**src/rtl/vram_console_ctrl.sv**
```systemverilog
// Text-console write sequencer for a COLS x ROWS character video RAM: cursor, control codes, clear and scroll.
// Optional macro VRAM_CTRL_SCROLL_EN: a bottom-row newline scrolls (COPY + CLR_LINE) instead of wrapping to row 0.
module vram_console_ctrl #(
    parameter int COLS   = 100,
    parameter int ROWS   = 30,
    parameter int ADDR_W = 12
) (
    input  logic              clk,
    input  logic              rst_n,
    input  logic [7:0]        in_data,
    input  logic              in_valid,
    output logic              in_ready,
    output logic [ADDR_W-1:0] w_addr,
    output logic [7:0]        w_data,
    output logic              w_en,
    output logic [ADDR_W-1:0] r_addr,
    input  logic [7:0]        r_data,
    output logic [6:0]        cur_col,
    output logic [4:0]        cur_row,
    output logic              busy,
    output logic [1:0]        dbg_state
);

    localparam logic [1:0] S_CLR_ALL  = 2'd0;
    localparam logic [1:0] S_IDLE     = 2'd1;
    localparam logic [1:0] S_COPY     = 2'd2;
    localparam logic [1:0] S_CLR_LINE = 2'd3;

    localparam logic [ADDR_W-1:0] A_ONE      = ADDR_W'(1);
    localparam logic [ADDR_W-1:0] A_COLS     = ADDR_W'(COLS);
    localparam logic [ADDR_W-1:0] A_LAST     = ADDR_W'(COLS*ROWS-1);
    localparam logic [ADDR_W-1:0] A_LINE_OFS = ADDR_W'(COLS-1);
    localparam logic [6:0]        LAST_COL   = 7'(COLS-1);
    localparam logic [4:0]        LAST_ROW   = 5'(ROWS-1);
    localparam logic [7:0]        SPACE      = 8'h20;

    logic [1:0]        state_q, state_d;
    logic [6:0]        col_q, col_d;
    logic [4:0]        row_q, row_d;
    logic [ADDR_W-1:0] base_q, base_d;
    logic [ADDR_W-1:0] cnt_q, cnt_d;
    logic              wen_q, wen_d;
    logic [ADDR_W-1:0] waddr_q, waddr_d;
    logic [7:0]        wdata_q, wdata_d;
    logic              rdy_q, rdy_d;
    logic              newline;

    // A byte transfers on a rising edge where in_valid && in_ready; in_ready is a
    // registered copy of (state == IDLE) and never looks at in_valid.
    wire xfer = in_valid && rdy_q;

`ifdef VRAM_CTRL_SCROLL_EN
    localparam logic [ADDR_W-1:0] A_LAST_BASE = ADDR_W'(COLS*(ROWS-1));
    logic [ADDR_W-1:0] raddr_q, raddr_d;
    logic              rd_pend_q, rd_pend_d;
    logic              dat_pend_q, dat_pend_d;

    // rd_pend: r_addr holds a live read this cycle; dat_pend: r_data is valid this cycle.
    always_comb begin
        raddr_d    = raddr_q;
        rd_pend_d  = 1'b0;
        dat_pend_d = 1'b0;
        if (state_q == S_IDLE && state_d == S_COPY) begin
            raddr_d   = A_COLS;
            rd_pend_d = 1'b1;
        end else if (state_q == S_COPY) begin
            dat_pend_d = rd_pend_q;
            if (rd_pend_q && raddr_q != A_LAST) begin
                raddr_d   = raddr_q + A_ONE;
                rd_pend_d = 1'b1;
            end
        end
    end

    assign r_addr = raddr_q;
`else
    logic unused_rdata;
    assign unused_rdata = ^r_data;
    assign r_addr = '0;
`endif

    always_comb begin
        state_d = state_q;
        col_d   = col_q;
        row_d   = row_q;
        base_d  = base_q;
        cnt_d   = cnt_q;
        wen_d   = 1'b0;
        waddr_d = waddr_q;
        wdata_d = wdata_q;
        newline = 1'b0;
        case (state_q)
            S_IDLE: begin
                if (xfer) begin
                    if (in_data >= 8'h20 && in_data <= 8'h7E) begin
                        wen_d   = 1'b1;
                        waddr_d = base_q + ADDR_W'(col_q);
                        wdata_d = in_data;
                        if (col_q == LAST_COL) newline = 1'b1;
                        else                   col_d   = col_q + 7'd1;
                    end else begin
                        case (in_data)
                            8'h0A: newline = 1'b1;
                            8'h0D: col_d = 7'd0;
                            8'h08: begin
                                if (col_q != 7'd0) begin
                                    col_d   = col_q - 7'd1;
                                    wen_d   = 1'b1;
                                    waddr_d = base_q + ADDR_W'(col_q - 7'd1);
                                    wdata_d = SPACE;
                                end
                            end
                            8'h0C: begin
                                state_d = S_CLR_ALL;
                                col_d   = 7'd0;
                                row_d   = 5'd0;
                                base_d  = '0;
                                cnt_d   = '0;
                            end
                            default: ;
                        endcase
                    end
                    if (newline) begin
                        col_d = 7'd0;
                        if (row_q != LAST_ROW) begin
                            row_d  = row_q + 5'd1;
                            base_d = base_q + A_COLS;
                        end else begin
`ifdef VRAM_CTRL_SCROLL_EN
                            state_d = S_COPY;
                            cnt_d   = '0;
`else
                            state_d = S_CLR_LINE;
                            row_d   = 5'd0;
                            base_d  = '0;
                            cnt_d   = '0;
`endif
                        end
                    end
                end
            end
            S_CLR_ALL: begin
                wen_d   = 1'b1;
                waddr_d = cnt_q;
                wdata_d = SPACE;
                cnt_d   = cnt_q + A_ONE;
                if (cnt_q == A_LAST) begin
                    state_d = S_IDLE;
                    cnt_d   = '0;
                end
            end
            S_CLR_LINE: begin
                wen_d   = 1'b1;
                waddr_d = cnt_q;
                wdata_d = SPACE;
                cnt_d   = cnt_q + A_ONE;
                if (cnt_q == base_q + A_LINE_OFS) begin
                    state_d = S_IDLE;
                    cnt_d   = '0;
                end
            end
`ifdef VRAM_CTRL_SCROLL_EN
            S_COPY: begin
                // Each returned byte lands one row above the address it was read from.
                if (dat_pend_q) begin
                    wen_d   = 1'b1;
                    waddr_d = cnt_q;
                    wdata_d = r_data;
                    cnt_d   = cnt_q + A_ONE;
                    if (cnt_q == A_LAST_BASE - A_ONE) begin
                        state_d = S_CLR_LINE;
                        cnt_d   = A_LAST_BASE;
                    end
                end
            end
`endif
            default: state_d = S_CLR_ALL;
        endcase
        rdy_d = (state_d == S_IDLE);
    end

    always_ff @(posedge clk) begin
        if (!rst_n) begin
            state_q <= S_CLR_ALL;
            col_q   <= 7'd0;
            row_q   <= 5'd0;
            base_q  <= '0;
            cnt_q   <= '0;
            wen_q   <= 1'b0;
            waddr_q <= '0;
            wdata_q <= 8'h00;
            rdy_q   <= 1'b0;
`ifdef VRAM_CTRL_SCROLL_EN
            raddr_q    <= '0;
            rd_pend_q  <= 1'b0;
            dat_pend_q <= 1'b0;
`endif
        end else begin
            state_q <= state_d;
            col_q   <= col_d;
            row_q   <= row_d;
            base_q  <= base_d;
            cnt_q   <= cnt_d;
            wen_q   <= wen_d;
            waddr_q <= waddr_d;
            wdata_q <= wdata_d;
            rdy_q   <= rdy_d;
`ifdef VRAM_CTRL_SCROLL_EN
            raddr_q    <= raddr_d;
            rd_pend_q  <= rd_pend_d;
            dat_pend_q <= dat_pend_d;
`endif
        end
    end

    assign w_en      = wen_q;
    assign w_addr    = waddr_q;
    assign w_data    = wdata_q;
    assign in_ready  = rdy_q;
    assign busy      = ~rdy_q;
    assign cur_col   = col_q;
    assign cur_row   = row_q;
    assign dbg_state = state_q;

endmodule

```
**config.mk**
```make
export PLATFORM = sky130hd
export DESIGN_NAME = vram_console_ctrl
export DESIGN_NICKNAME = d
export VERILOG_FILES = /design/src/rtl/vram_console_ctrl.sv
export SDC_FILE = /design/constraint.sdc
export NUM_CORES = 1
export LEC_CHECK = 0
export BUFFER_PORTS_ARGS = -buffer_cell sky130_fd_sc_hd__buf_2
export CAP_MARGIN = 10
export CORE_MARGIN = 4
export CORE_UTILIZATION = 55
export CTS_CLUSTER_DIAMETER = 120
export CTS_CLUSTER_SIZE = 25
export DETAILED_ROUTE_END_ITERATION = 8
export GPL_TIMING_DRIVEN = 0
export HOLD_SLACK_MARGIN = 0.08
export PLACE_DENSITY = 0.84
export SKIP_LAST_GASP = 1
export SLEW_MARGIN = 20
export SYNTH_ARGS = -nofsm -noshare
export SYNTH_HDL_FRONTEND = slang
export SYNTH_SLANG_ARGS = --single-unit
```
**constraint.sdc**
```tcl
create_clock -name clk -period 3.61 [get_ports clk]
set_input_delay 0.361 -clock clk [delete_from_list [all_inputs] [get_ports clk]]
set_output_delay 0.361 -clock clk [all_outputs]
set_load 0.02 [all_outputs]
```
# Word-level counts from Yosys, hierarchy flattened

Index checks and enable logic that the tools add are counted.

Register bits after elaboration: 60
Bits in latches: 0
RAM bits: 0
Bits in read-only memories: 0
Bits of input ports: 19
Output and inout bits: 49
Memories: 0

Add/subtract/negate cells: 9
Multipliers: 0
Divide/modulo/power cells: 0
$lt $le $gt $ge: 2
Equality and inequality tests: 17
Shifts and indexed selects: 0
Mux-type cells: 49
Bitwise logic cells: 1
Reductions and logical operators: 14

Operator list:

| cell                    | count |
|---|---|
| $mux W12                | 15 |
| $pmux W12 S3            | 1 |
| $eq A8 B4 Y1 const B    | 4 |
| $mux W8                 | 4 |
| $mux W7                 | 4 |
| $add A12 B7 Y12 const B | 2 |
| $pmux W12 S2            | 1 |
| $mux W5                 | 4 |
| $pmux W8 S2             | 1 |
| $mux W2                 | 7 |
| $pmux W7 S2             | 1 |
| $add A12 B1 Y12 const B | 1 |
| $add A12 B12 Y12        | 1 |
| $add A12 B7 Y12         | 1 |
| $eq A12 B12 Y1          | 1 |
| $eq A12 B12 Y1 const B  | 1 |
| $mux W1                 | 9 |
| $ge A8 B6 Y1 const B    | 1 |
| $le A8 B7 Y1 const B    | 1 |
| $reduce_and A4 Y1       | 2 |
| $sub A7 B1 Y8 const B   | 1 |
| $add A7 B1 Y7 const B   | 1 |
| $eq A7 B7 Y1 const B    | 1 |
| $reduce_bool A7 Y1      | 1 |
| other kinds (21)        | 26 |

# Depth between registers and ports, before layout

Word-level depth: 9
Depth in mapped cells: 13

# Worst setup path after synthesis

No wires, ideal clock.

Kind: input-to-reg
From: input in_data[2]
To: register waddr_q[11], in the netlist w_addr[11]
Library setup time: 0.121 ns
Arrival time: 2.746 ns
Required time: 3.489 ns
Path slack: 0.743 ns
Stages: 13
Path buffers: 0
Cell sequence: nand4_1 o221ai_1 nand2_1 nor3_1 xor2_1 ha_1 a21oi_1 nand2_1 a31oi_1 o21ai_0 a31oi_1 xnor2_1 o21ai_1

Longest elaborated chain between the ends: 5

Ends and longest elaborated chain:

| item                                         | line | RTL |
|---|---|---|
| from (decl)                                  | 10   | `input logic [7:0] in_data,` |
| $ge A8 B6 Y1 or $le A8 B7 Y1 (tied branches) | 95   | `if (in_data >= 8'h20 && in_data <= 8'h7E) begin` |
| $logic_and A1 B1 Y1                          | 95   |  |
| $mux W12                                     | 95   |  |
| $mux W12                                     | 94   | `if (xfer) begin` |
| $pmux W12 S2                                 | 92   | `case (state_q)` |
| to (signal assigned)                         | 205  | `waddr_q <= waddr_d;` |
| to (decl)                                    | 43   | `logic [ADDR_W-1:0] waddr_q, waddr_d;` |

Parallel ways exist; a longest one is shown, timed or not. The select of a mux whose other input is x is not followed.
A chain may end at the register's enable or synchronous reset.

# Worst setup path in the final report

From: input in_data[2]
To: register waddr_q[9], in the netlist w_addr[9]

The elaborated chain is that of the path after synthesis.

==> results list <==
* Port Buffer Count: 46
- Worst Reg-to-Reg Cells: 10
* Number of hold-slack violations in the final timing report: 0
* Placed cells: 628
- The slowest stage of the critical path is the sky130_fd_sc_hd__o221ai_1 cell.
* Count of different cell masters after synthesis: 68
- Counting every instance in the synthesized netlist gives 474.
- Yosys warns: 0
- Global routing consumed, over all layers together, 24.1% of the routing resources.
- Summed over all cells, the static leakage comes to roughly 1.9 nW.
- The tightest min-delay check is of the in -> reg type.
- Total iterations of the first detailed-routing run: 7
* Post-placement setup slack: -1.91 ps
- In the routed layout, each cell is associated on average with a via count of 5.72.
- Setup violations remaining at the end of the flow were counted as 0.
- Actual transition at the worst max-transition pin: 1020 ps
* Layout area overhead: 14.5%
* Clock skew after layout: 9.21 ps
- Critical path class: in -> reg
- TritonCTS clock tree: yes
- Along the worst path, the maximum fanout reaches 6.
* Synth Area per Inst: ~8.4 sq um
* Worst-path clk slew: 70 ps
- IR analysis of the VDD net gives a maximum drop of just over 0.2 mV.
- Global Route met1 Usage: around 31%
- # hold bufs at CTS: 0
- For this run, the top clock speed supported by timing is 0.302 GHz.
- The flow ran to the end, and the final reports show no timing, DRC or antenna violations.
- DRC violation count after routing: 0
- Number of global-route vias before repair: about 3500
- The worst pin sits at a relative slew slack of a little under a third.
- For this run, global-route usage on met3 was measured as 5.31%.
- Die Area: 8670 sq um
- Max-cap violation count: 0
- For this design the top-level I/O count stands at between 60 and 70.
- The final route contains about 3700 vias.
* End point of the worst hold path: w_data[3]
- Setup repair after global routing left no endpoint under its margin.
- Root Buffer: sky130_fd_sc_hd__clkbuf_8
* Initial cell density of the core: 57.7%
- The cell family contributing the most delay on the critical path is compound AO/OA/AOI/OAI gates.
- For this run, the slowest stage of the critical path takes ~520 ps.
- The die is 93.1 microns tall.
- CTS saw 58 sinks.
* Quantity of gates resized following cts: 0
* Crit path setup slack, layout: 296 ps
- Count of cells along the worst hold path: 3
- Post-Synthesis Cell Area: 3980 sq um
- Data on the critical path arrives at its endpoint at 3550 ps.
* Final net count: 585
* Antenna violations before repair: 0
- In this run the horizontal extent of the chip is 93.1 microns.
- Endpoint kind of the worst setup timing path: flop
- Share of flip-flops with an asynchronous set or reset: 0%
* Residual antenna-violating net count after detailed routing: 0
* Power density over the cells: 307 nW/um^2
- The synthesized design contains 0 enable-type register cells.
- At the end of routability-driven placement, the weighted congestion stood at 0.938.
* Final clock period utilization by the worst path: 91.8%
- For this run, the leading register cell type out of synthesis is sky130_fd_sc_hd__dfxtp_1.
- Critical Path Start: in_data[2]
- Global-route wire length before repair: 16500 microns
* Number of buffer and inverter stages on the critical path: 1
- Area of the placeable core: 6910 sq um
- Counting flops and latches in the post-synthesis netlist gives 58.
- The worst setup path is launched from an input pin.
- Summed over all layers, the routed wires come to 10200 microns.
- The number of max-slew violations in the final report is 0.
- Required time of the critical path: 3850 ps
- Series of cell instances along the critical path: buf_2 -> nand4_1 -> o221ai_1 -> nand2_1 -> nor3_1 -> xor2_1 -> ha_1 -> a21oi_1 -> nand2_1 -> a31oi_1 -> o21ai_0 -> xor2_1 -> mux2i_1 -> a21oi_1
- Post-CTS timing repair inserted 0 buffers for setup.
- Reg-to-reg critical path startpoint: cur_col[2]
* Reg2reg setup slack: roughly 450 ps
* Violation count after the first detailed-route iteration: 218
- The later pin in the worst-skew pair is clocked with a latency of 350 ps.
- Grt peak-use layer: met2
- In this run the most critical hold path is launched from in_data[3].
* Met2 capacity usage during global routing: 39.0%
- In this run the critical register-to-register path is captured at w_addr[9].
- Floorplan row count: 30
- The total overflow left after global routing is 0.
- HPWL reported at the end of detailed placement: 7750 microns
- The clock passes through at most 2 buffers.
* Average wire per standard cell: 15.8 microns
- Maximum number of pins on one net before global-route repair: 12
* Number of inserted diodes: 0
- Final critical-path required period: 3310 ps
* Maximum level of the CTS H-tree: 3
- Number of buffers added by the clock tree synthesis step: 9
- Summing the sequential cell areas from Yosys gives between 20% and 30% of the chip area.
- Share of cells above drive strength 1: 21.9%
* Number of non-filler instances in the completed layout: ~640
[area by class of cell]
class                           count  area (sq um)
Tap cell                           96           120
Sequential cell                    58          1160
Inverter                           14          52.6
Clock buffer                       10           138
Timing Repair Buffer               46           230
Multi-Input combinational cell    375          2580
Clock inverter                      6          42.5
Fill cell                         607          2350
Buffer                             39           235
[cells in the final DEF, fill, tap and decap left out, drive strengths merged, types with 3 or more instances in the layout]
cell and instances:
inv 13, and3 6, nand2b 4, xor2 14, a31oi 8, nor4 4
mux2i 11, nor3 18, a21o 5, o211ai 7, or3 6, nand4 7
a211oi 12, conb 13, buf 71, nor2 54, dfxtp 58, clkinv 5
nand3 17, ha 23, a22oi 7, o21a 7, xnor2 29, o21ai 25
nand2 27, o2bb2ai 3, o31ai 4, nor2b 6, clkbuf 24, a21oi 27
[metal layers]
| metal | share of wire [%] | vias to the layer above | routed length, microns |
|---|---|---|---|
| met2 | 47 | 114 | 4830 |
| met4 | 2.2 | 0 | 227 |
| li1 | - | 1818 | - |
| met1 | 45 | 1727 | 4550 |
| met3 | 5.6 | 22 | 567 |
| met5 | 0 | - | 0 |
[power breakdown]
part           internal [W]  switching [W]  leakage (nW)
combinational     0.0000713       0.000112          1.30
sequential         0.000654     0.00000982         0.469
clock              0.000267       0.000287        0.0882
total              0.000992       0.000409          1.86
[how the worst max path moves through the flow]
stage / to / depth (start not counted)
after CTS: w_addr[9] / 14
after global placement: w_addr[9] / 14
after floorplan: w_addr[11] / 13
final: w_addr[9] / 14
after detailed placement: w_addr[9] / 14
after global routing: w_addr[9] / 14
[cells in the mapped netlist (2+ instances only)]
| cell | instances | area share [%] |
|---|---|---|
| sky130_fd_sc_hd__xor2_1 | 14 | 3.1 |
| sky130_fd_sc_hd__o211ai_2 | 2 | 0.63 |
| sky130_fd_sc_hd__o2bb2ai_1 | 2 | 0.44 |
| sky130_fd_sc_hd__o21a_1 | 6 | 1.1 |
| sky130_fd_sc_hd__a211oi_2 | 7 | 2.2 |
| sky130_fd_sc_hd__buf_2 | 8 | 1.0 |
| sky130_fd_sc_hd__a21oi_2 | 3 | 0.66 |
| sky130_fd_sc_hd__a31oi_1 | 8 | 1.3 |
| sky130_fd_sc_hd__o21bai_1 | 2 | 0.38 |
| sky130_fd_sc_hd__dfxtp_1 | 58 | 29 |
| sky130_fd_sc_hd__nand2b_1 | 4 | 0.63 |
| sky130_fd_sc_hd__ha_1 | 23 | 7.2 |
| sky130_fd_sc_hd__inv_1 | 13 | 1.2 |
| sky130_fd_sc_hd__nor2_1 | 53 | 5.0 |
| sky130_fd_sc_hd__nor2b_1 | 6 | 0.94 |
| sky130_fd_sc_hd__a41oi_1 | 2 | 0.44 |
| sky130_fd_sc_hd__or4b_4 | 2 | 0.69 |
| sky130_fd_sc_hd__and3_1 | 6 | 0.94 |
| sky130_fd_sc_hd__o21ai_1 | 14 | 1.8 |
| sky130_fd_sc_hd__a21oi_1 | 24 | 3.0 |
| sky130_fd_sc_hd__a21o_1 | 5 | 0.94 |
| sky130_fd_sc_hd__a22oi_2 | 6 | 1.9 |
| sky130_fd_sc_hd__buf_6 | 4 | 1.1 |
| sky130_fd_sc_hd__or3_1 | 5 | 0.79 |
| sky130_fd_sc_hd__a211oi_1 | 5 | 0.94 |
| sky130_fd_sc_hd__nand2_1 | 24 | 2.3 |
| sky130_fd_sc_hd__nand4_1 | 7 | 1.1 |
| sky130_fd_sc_hd__o21ai_0 | 11 | 1.4 |
| sky130_fd_sc_hd__xnor2_1 | 29 | 6.4 |
| sky130_fd_sc_hd__nand2_2 | 3 | 0.47 |
| sky130_fd_sc_hd__mux2i_1 | 11 | 2.8 |
| sky130_fd_sc_hd__o211ai_1 | 5 | 0.94 |
| sky130_fd_sc_hd__nand3_1 | 17 | 2.1 |
| sky130_fd_sc_hd__buf_4 | 13 | 2.5 |
| sky130_fd_sc_hd__nor3_1 | 17 | 2.1 |
| sky130_fd_sc_hd__nor4_1 | 3 | 0.47 |
| sky130_fd_sc_hd__and2_1 | 2 | 0.31 |
| sky130_fd_sc_hd__or4_1 | 2 | 0.38 |
| sky130_fd_sc_hd__and4_1 | 2 | 0.44 |
| sky130_fd_sc_hd__clkbuf_1 | 14 | 1.3 |
| sky130_fd_sc_hd__o31ai_1 | 4 | 0.75 |
| sky130_fd_sc_hd__nand3b_1 | 2 | 0.38 |
[sequential cells by signal, summed over array words and instances (netlist names)]
name / cells
base_q: 10
cnt_q: 12
cur_col: 7
cur_row: 5
dbg_state: 2
in_ready: 1
w_addr: 12
w_data: 8
w_en: 1
[through the flow]
stage | TNS [ps] | utilization, % | total power (W) | hold slack [ps] | cell area (sq um)
2_1_floorplan | 0 | - | 0.000812 | 494 | 4030
3_3_place_gp | 0 | 63.4 | 0.000854 | 441 | 4380
3_5_place_dp | -1.91 | 63.4 | 0.000857 | 453 | 4380
4_1_cts | 0 | 66.0 | 0.00141 | 281 | 4560
5_1_grt | 0 | 66.0 | 0.00146 | 301 | 4560
6_report | 0 | 66.0 | 0.00140 | 294 | 4560
[kinds of logic after synthesis]
logic type | count (synthesis) | share of synthesized area, %
and+or+nand+nor | 166 | 21.7
AOI/OAI and AO/OA | 119 | 22.4
DFF | 58 | 29.2
buffers and inverters | 53 | 7.23
xor gates and xnor gates | 43 | 9.46
adders and majority gates | 23 | 7.23
muxes | 11 | 2.76
other | 1 | 0.0942
[worst register-to-register path, cell delays in order (launching register included)]
cell and delay [ps]:
sky130_fd_sc_hd__dfxtp_1 320, sky130_fd_sc_hd__buf_6 130, sky130_fd_sc_hd__or3_4 380, sky130_fd_sc_hd__buf_6 140
sky130_fd_sc_hd__nor4_1 830, sky130_fd_sc_hd__ha_1 430, sky130_fd_sc_hd__a21oi_1 150, sky130_fd_sc_hd__o21ai_0 150
sky130_fd_sc_hd__xor2_1 180, sky130_fd_sc_hd__mux2i_1 240, sky130_fd_sc_hd__a21oi_1 100
Note: power is estimated with default switching activity, not from simulation.
